### src/rtl/memory_stage_pkg.sv
// memory_stage_pkg: size encodings, FSM states and byte-lane helpers for the MEM stage.
package memory_stage_pkg;
  localparam logic [1:0] SZ_B = 2'b00;
  localparam logic [1:0] SZ_H = 2'b01;
  localparam logic [1:0] SZ_W = 2'b10;
  localparam logic [1:0] SZ_D = 2'b11;
  localparam logic [7:0] BE_B = 8'h01;
  localparam logic [7:0] BE_H = 8'h03;
  localparam logic [7:0] BE_W = 8'h0F;
  localparam logic [7:0] BE_D = 8'hFF;
  typedef enum logic {ST_IDLE, ST_BUSY} state_e;
  function automatic logic [7:0] be_mask(input logic [1:0] sz);
    return sz == SZ_B ? BE_B : sz == SZ_H ? BE_H : sz == SZ_W ? BE_W : BE_D;
  endfunction
  function automatic logic misaligned(input logic [1:0] sz, input logic [2:0] off);
    return (sz >= SZ_H && off[0]) || (sz >= SZ_W && off[1:0] != 2'b00) || (sz == SZ_D && off != 3'b000);
  endfunction
endpackage

### src/rtl/memory_stage_load_align.sv
// load_align_unit: shifts a read doubleword down to the addressed byte and sign/zero extends it.
module load_align_unit
  import memory_stage_pkg::*;
#(
  parameter int XLEN = 64
) (
  input  logic [XLEN-1:0] rdata_i,
  input  logic [2:0]      off_i,
  input  logic [1:0]      size_i,
  input  logic            unsigned_i,
  output logic [XLEN-1:0] data_o
);
  logic [XLEN-1:0] s;
  always_comb begin
    s = rdata_i >> {off_i, 3'b000};
    data_o = size_i == SZ_B ? {{(XLEN-8){!unsigned_i && s[7]}}, s[7:0]}
           : size_i == SZ_H ? {{(XLEN-16){!unsigned_i && s[15]}}, s[15:0]}
           : size_i == SZ_W ? {{(XLEN-32){!unsigned_i && s[31]}}, s[31:0]}
           : s;
  end
endmodule

### src/rtl/memory_stage.sv
// memory_stage: pipeline MEM stage with valid/ready data-memory port, stall/timeout FSM and MEM/WB register.
module memory_stage
  import memory_stage_pkg::*;
#(
  parameter int XLEN           = 64,
  parameter int TIMEOUT_CYCLES = 16
) (
  input  logic            clk,
  input  logic            rst,
  input  logic            RegWriteEnM,
  input  logic            MemtoRegM,
  input  logic            JALM,
  input  logic            MemReadEnM,
  input  logic            MemWriteEnM,
  input  logic [1:0]      MemSizeM,
  input  logic [1:0]      LoadSizeM,
  input  logic            LoadUnsignedM,
  input  logic [4:0]      RdM,
  input  logic [XLEN-1:0] PcPlus4M,
  input  logic [XLEN-1:0] ReadData2M,
  input  logic [XLEN-1:0] ALUResultM,
  output logic            dmem_req,
  output logic            dmem_we,
  output logic [XLEN-1:0] dmem_addr,
  output logic [XLEN-1:0] dmem_wdata,
  output logic [7:0]      dmem_be,
  input  logic            dmem_ready,
  input  logic [XLEN-1:0] dmem_rdata,
  output logic            StallM,
  output logic            MisalignM,
  output logic            BusErrM,
  output logic            RegWriteEnW,
  output logic            MemtoRegW,
  output logic            JALW,
  output logic [4:0]      RdW,
  output logic [XLEN-1:0] ReadDataW,
  output logic [XLEN-1:0] ALUResultW,
  output logic [XLEN-1:0] PcPlus4W
);
  localparam int CW = $clog2(TIMEOUT_CYCLES + 1);
  state_e          state_q, state_d;
  logic [CW-1:0]   cnt_q, cnt_d;
  logic            op, busy, mis, timeout, done, bubble;
  logic [1:0]      sz;
  logic [2:0]      off;
  logic [XLEN-1:0] load_data;
  load_align_unit #(.XLEN(XLEN)) u_align (
    .rdata_i   (dmem_rdata),
    .off_i     (off),
    .size_i    (sz),
    .unsigned_i(LoadUnsignedM),
    .data_o    (load_data)
  );
  always_comb begin
    op         = MemReadEnM || MemWriteEnM;
    sz         = MemReadEnM ? LoadSizeM : MemSizeM;
    off        = ALUResultM[2:0];
    mis        = misaligned(sz, off);
    busy       = state_q == ST_BUSY;
    timeout    = busy && cnt_q == CW'(TIMEOUT_CYCLES);
    dmem_req   = !rst && (busy ? !timeout : op && !mis);
    dmem_we    = MemWriteEnM && !MemReadEnM;
    dmem_addr  = {ALUResultM[XLEN-1:3], 3'b000};
    dmem_wdata = ReadData2M << {off, 3'b000};
    dmem_be    = be_mask(sz) << off;
    StallM     = dmem_req && !dmem_ready;
    done       = dmem_req && dmem_ready;
    bubble     = timeout || (!busy && op && mis);
    state_d    = StallM ? ST_BUSY : ST_IDLE;
    cnt_d      = busy && StallM ? cnt_q + 1'b1 : '0;
  end
  always_ff @(posedge clk) begin
    if (rst) begin
      state_q     <= ST_IDLE;
      cnt_q       <= '0;
      MisalignM   <= 1'b0;
      BusErrM     <= 1'b0;
      RegWriteEnW <= 1'b0;
      MemtoRegW   <= 1'b0;
      JALW        <= 1'b0;
      RdW         <= '0;
      ReadDataW   <= '0;
      ALUResultW  <= '0;
      PcPlus4W    <= '0;
    end else begin
      state_q   <= state_d;
      cnt_q     <= cnt_d;
      MisalignM <= !busy && op && mis;
      BusErrM   <= timeout;
      if (StallM) begin
        RegWriteEnW <= 1'b0;
        MemtoRegW   <= 1'b0;
        JALW        <= 1'b0;
      end else begin
        RegWriteEnW <= RegWriteEnM && RdM != 5'd0 && !bubble;
        MemtoRegW   <= MemtoRegM && !bubble;
        JALW        <= JALM && !bubble;
        RdW         <= RdM;
        ALUResultW  <= ALUResultM;
        PcPlus4W    <= PcPlus4M;
      end
      if (done && MemReadEnM) ReadDataW <= load_data;
    end
  end
endmodule

### config.mk
export PLATFORM = sky130hd
export DESIGN_NAME = memory_stage
export DESIGN_NICKNAME = d
export VERILOG_FILES = /design/src/rtl/memory_stage_pkg.sv /design/src/rtl/memory_stage_load_align.sv /design/src/rtl/memory_stage.sv
export SDC_FILE = /design/constraint.sdc
export NUM_CORES = 1
export LEC_CHECK = 0
export ABC_AREA = 0
export CORE_AREA = 3 3 235 237
export CTS_CLUSTER_SIZE = 16
export DETAILED_ROUTE_END_ITERATION = 6
export DIE_AREA = 0 0 238 240
export GPL_TIMING_DRIVEN = 0
export HOLD_SLACK_MARGIN = 0.02
export SYNTH_ARGS = -nofsm -noshare
export SYNTH_HDL_FRONTEND = slang
export SYNTH_SLANG_ARGS = --single-unit
### constraint.sdc
create_clock -name clk -period 2.6 [get_ports clk]
set_input_delay 0.26 -clock clk [delete_from_list [all_inputs] [get_ports clk]]
set_output_delay 0.26 -clock clk [all_outputs]
set_load 0.01 [all_outputs]
* Word level (Yosys, flattened, before mapping) *
Index checks and enable logic that the tools add are counted.

word-level totals
  input port bits = 274
  bits in registers = 208
  output and inout port bits = 341
  logic and storage cells = 69

cells by class
  shifts and indexed selects = 3
  bitwise gates (word level) = 1
  reductions and logical operators = 38
  multiplexer cells = 9
  equal/unequal tests = 4
  $lt $le $gt $ge = 2
  $add $sub $neg = 1

operators by type and width
  operator                                             number
  two-way mux 64 bit                                   3
  << shifter 64 x 6 -> 64 bit                          1
  right shift 64 x 6 -> 64 bit                         1
  two-way mux 8 bit                                    3
  logical AND 1 bit                                    20
  zero test 1 bit                                      8
  << shifter 8 x 3 -> 8 bit                            1
  adder 5 x 1 -> 5 bit, second input constant          1
  equality test 5 bit, second input constant           1
  nonzero test 5 bit                                   1
  equality test 2 bit, second input constant           2
  logical OR 1 bit                                     4
  OR reduction 2 bit                                   2
  nonzero test 3 bit                                   1
  equality test 2 x 1 -> 1 bit, second input constant  1
  >= comparator 2 x 1 -> 1 bit, second input constant  1
  >= comparator 2 bit, second input constant           1
  zero test 2 bit                                      1
  two-way mux 1 bit                                    2
  two-way mux 2 bit                                    1
  nonzero test 2 bit                                   1
  inverter 1 bit                                       1

* Depth between registers and ports, before layout *
  depth after elaboration = 13
  depth in mapped cells = 9
  gate-level depth less buffers = 7

* Cells and area by module *
From an unflattened synthesis, not the netlist that was laid out.

second synthesis, totals
  cells, all modules = 1635
  area, all modules = 13140.1 um^2

by module, submodules not included
  module           cells an instance  seq. area each (um^2)  times used  area an instance (um^2)
  memory_stage     1313               4164.0                 1           10336.2
  load_align_unit  322                0.0                    1           2803.9

* Worst setup path after synthesis *
No wires, ideal clock.

  kind = input port to output port
  from = in ALUResultM[1]
  to = out dmem_wdata[0]
  data arrival time = 1774 ps
  data required time = 2340 ps
  stages = 6
  path buffers = 4
  path slack = 566 ps
  cell sequence = buf_4 -> buf_4 -> buf_2 -> buf_2 -> nor3_1 -> and2_1

on the way
  longest elaborated chain between the ends = 1

RTL lines
  element                      line                source
  start, declared              memory_stage.sv:21  input logic [XLEN-1:0] ALUResultM,
  << shifter 64 x 6 -> 64 bit  memory_stage.sv:64  dmem_wdata = ReadData2M << {off, 3'b000};
  end, declared                memory_stage.sv:25  output logic [XLEN-1:0] dmem_wdata,

Every way passes these cells.

* Worst setup path after layout *
  from = in ALUResultM[1]
  to = out dmem_wdata[31]

Same word-level chain as after synthesis.

==> summary.txt <==
Outcome
  • Run status: complete, no violations

Synthesis
  • Yosys reg bits: 208
  • Synth Area in Simple Gates: 16.3%
  • Mux cell area share after synthesis: 14.1%
  • Synth Flop Type: dfxtp_1
  • Adder-Cell Fraction of Synth Area: 0.206%
  • Mapped Avg Cell Area: 7.95 µm²
  • Synth Area in Compound Gates: 20.9%
  • Mapped Area: 0.0122 mm²
  • Sequential cell area fraction in the yosys report: 34.2%
  • XOR/XNOR share of the synthesized area: 0.216%
  • Mapped Cells: 1530
  • Largest family of logic cells by synthesized area: compound AO/OA/AOI/OAI gates
  • Post-synth EDFFs: 0
  • Async SR Flop Fraction: 0%
  • Distinct cells, synth: 59
  • Synth Warn #: 0

Setup path
  • Worst r2r dst: ReadDataW[48]
  • Worst setup path endpoint: dmem_wdata[31]
  • Slowest stage delay, CP: 590 ps
  • R2r startpoint: cnt_q[0]
  • Worst Setup Start Kind: input port
  • Critical Path Source: ALUResultM[1]
  • R2R depth: 10
  • Critical Path RT: 2340 ps
  • CP max FO: 10
  • Critical Path Sink Type: output pin
  • Worst path slowest cell: clkdlybuf4s50_1
  • Most frequent cell on the critical path: buf_4
  • CP arrival: 2270 ps
  • Reg2Reg Setup Slack: 210 ps
  • Worst path cell trace: buf_4 -> buf_4 -> buf_4 -> buf_4 -> mux2i_1 -> mux2i_1 -> nor2b_1 -> clkdlybuf4s50_1
  • Worst setup path class: in -> out

Clocking
  • CTS tree: yes
  • Worst skew pair latency: 560 ps
  • Clk slew on worst S/H paths: 60 ps
  • # clock sinks: 208
  • Clk buf depth: 3
  • Root buffer cell: clkbuf_16
  • H-tree Lvls: 1
  • Clock buffer count from CTS: 25

Job
  • Max cap viols: 0

Timing
  • Slew at the pin with the worst max-slew slack: 814 ps
  • Final setup fails: 0
  • Tcrit/Tclk final: 97.2%
  • Crit path time final: 2530 ps
  • Max Freq: 396 MHz
  • Final Hold Vio Count: 0
  • Slew Viols, Final: 0
  • Max-slew headroom: 45.7%
  • Clock Skews: 29.3 ps

Drt
  • DRC Markers: 0
  • Drt first pass iters: 5
  • Vias/cell: 4.82
  • WL per Instance: 23.0 µm
  • DR vias: 14000
  • Initial DRC Count: 860
  • Antenna-violating nets left: 0
  • Post-Route WL: 66700 µm

Final layout
  • Core Util, Final: 38.2%
  • Layout area overhead: 67.9%
  • Nets: 2453
  • Share of cells above drive strength 1: 14.1%

Power and ir drop
  • PwrDens: 496 mW/mm²
  • Power, Total: 10.1 mW
  • Leakage Power: 8.35 nW
  • Max rail drop VDD: 415 µV

Die
  • # IOs: 615
  • DIE HEIGHT: 240 µm
  • DIE AREA: 0.0571 mm²
  • Starting Density: 22.7%
  • Core footprint: 0.0535 mm²
  • Site Rows: 85
  • Die Span X: 238 µm

GRT
  • Initial antenna violation count: 5
  • GRT Util Overall: 22.0%
  • Grt ovf: 0
  • Vias in the first global route: 14200
  • Largest net degree at the start of global routing: 20
  • First-pass GRT wire length: 95200 µm

Placement
  • Final HPWL DP: 54200 µm
  • Placer Congestion: 0.926
  • Port bufs: 609

Min path
  • Worst hold path class: in -> reg
worst max-delay path: cells and delay by family:
kind                   cells  cell delay, ps
buffers and inverters      5            1520
muxes                      2             290
and+or+nand+nor            1             190
flip-flops by register name, indices dropped and copies added (netlist names), 5 cells and up:
signal / flops
cnt_q: 5
PcPlus4W: 64
ReadDataW: 64
RdW: 5
ALUResultW: 64
final cells by class:
cell class | instances | area, µm²
buffer | 198 | 1440
antenna | 4 | 10.0
sequential | 208 | 4170
timing repair buffer | 621 | 6140
inverter | 128 | 483
clock buffer | 37 | 761
fill | 5415 | 33100
clock inverter | 8 | 141
multi-input combinational | 995 | 6400
tap | 696 | 871
through the flow:
stage                     area [µm²]  std cells  hold slack [ps]  setup TNS (ps)  worst slack (ps)
after floorplan                12200       1532              376               0               566
after global placement         19100       2837              454          -83200             -1260
after detailed placement       19100       2837              458          -86830             -1260
after CTS                      20300       2889              208            -584              -103
after global routing           20400       2895              237           -7.27             -7.27
final                          20400       2895              245               0              72.6
Yosys cell counts (2+ instances only):
| cell | n | area (µm²) |
|---|---|---|
| a211oi_1 | 54 | 405 |
| a211oi_2 | 2 | 25.0 |
| a21oi_1 | 60 | 300 |
| a21oi_2 | 20 | 175 |
| a2bb2oi_1 | 9 | 78.8 |
| a31oi_1 | 8 | 50.1 |
| and2_1 | 15 | 93.8 |
| and3_1 | 27 | 169 |
| buf_1 | 7 | 26.3 |
| buf_2 | 32 | 160 |
| buf_4 | 77 | 578 |
| buf_6 | 13 | 146 |
| clkbuf_1 | 57 | 214 |
| clkbuf_2 | 14 | 70.1 |
| dfxtp_1 | 208 | 4160 |
| ha_1 | 2 | 25.0 |
| inv_1 | 126 | 473 |
| mux2_2 | 27 | 304 |
| mux2i_1 | 116 | 1160 |
| mux4_2 | 10 | 225 |
| nand2_1 | 51 | 191 |
| nand2b_1 | 11 | 68.8 |
| nand3_1 | 125 | 626 |
| nand3b_1 | 6 | 45.0 |
| nor2_1 | 127 | 477 |
| nor2b_1 | 22 | 138 |
| nor3_1 | 16 | 80.1 |
| o21ai_0 | 230 | 1150 |
| o22ai_1 | 17 | 106 |
| o32ai_1 | 9 | 78.8 |
| or2_2 | 3 | 18.8 |
| xnor2_1 | 2 | 17.5 |
logic make-up (layout without fill, tap and decap cells):
kind of cell / Yosys count / count (layout)
simple gates: 411 / 411
flops: 208 / 208
other cells: 1 / 7
buf+inv: 329 / 992
xor+xnor: 3 / 3
mux: 154 / 154
compound gates: 422 / 422
fa+ha+maj: 2 / 2
what timing repair did:
item,CTS,global route
buffers inserted,9,3
gates resized for setup,152,22
hold buffers,0,0
setup endpoints to repair,74,71
pin swaps,5,3
per-layer routing:
layer,track usage [%],part of all wire [%]
met1,26.5,41
met2,39.4,49
met3,4.68,7.6
met4,6.07,2.9
met5,0,0.030
worst min-delay path by stage:
stage	from	end	depth (start not counted)
6_report	MemtoRegM	MemtoRegW	3
5_1_grt	MemtoRegM	MemtoRegW	3
4_1_cts	MemtoRegM	MemtoRegW	3
3_5_place_dp	ALUResultW[38]	ALUResultW[38]	2
3_3_place_gp	ALUResultW[38]	ALUResultW[38]	2
2_1_floorplan	JALM	JALW	2
layout by cell type (no fill, tap or decap), types with 27 or more instances in the layout:
cell	instances
buf_4	98
a21oi_1	58
nand2_1	51
o21ai_0	229
mux2i_1	113
dlygate4sd2_1	46
a211oi_1	51
inv_1	126
nand3_1	125
clkbuf_1	39
nor2_1	126
dfxtp_1	206
buf_6	30
clkdlybuf4s50_1	556
and3_1	27
power by group:
part / leakage [nW] / switching, mW / total, mW / internal [mW]
Clock: 0.445 / 1.46 / 3.79 / 2.33
Sequential: 1.72 / 0.104 / 3.49 / 3.38
Combinational: 6.19 / 1.43 / 2.85 / 1.43
Power figures use the tool's default switching activity.
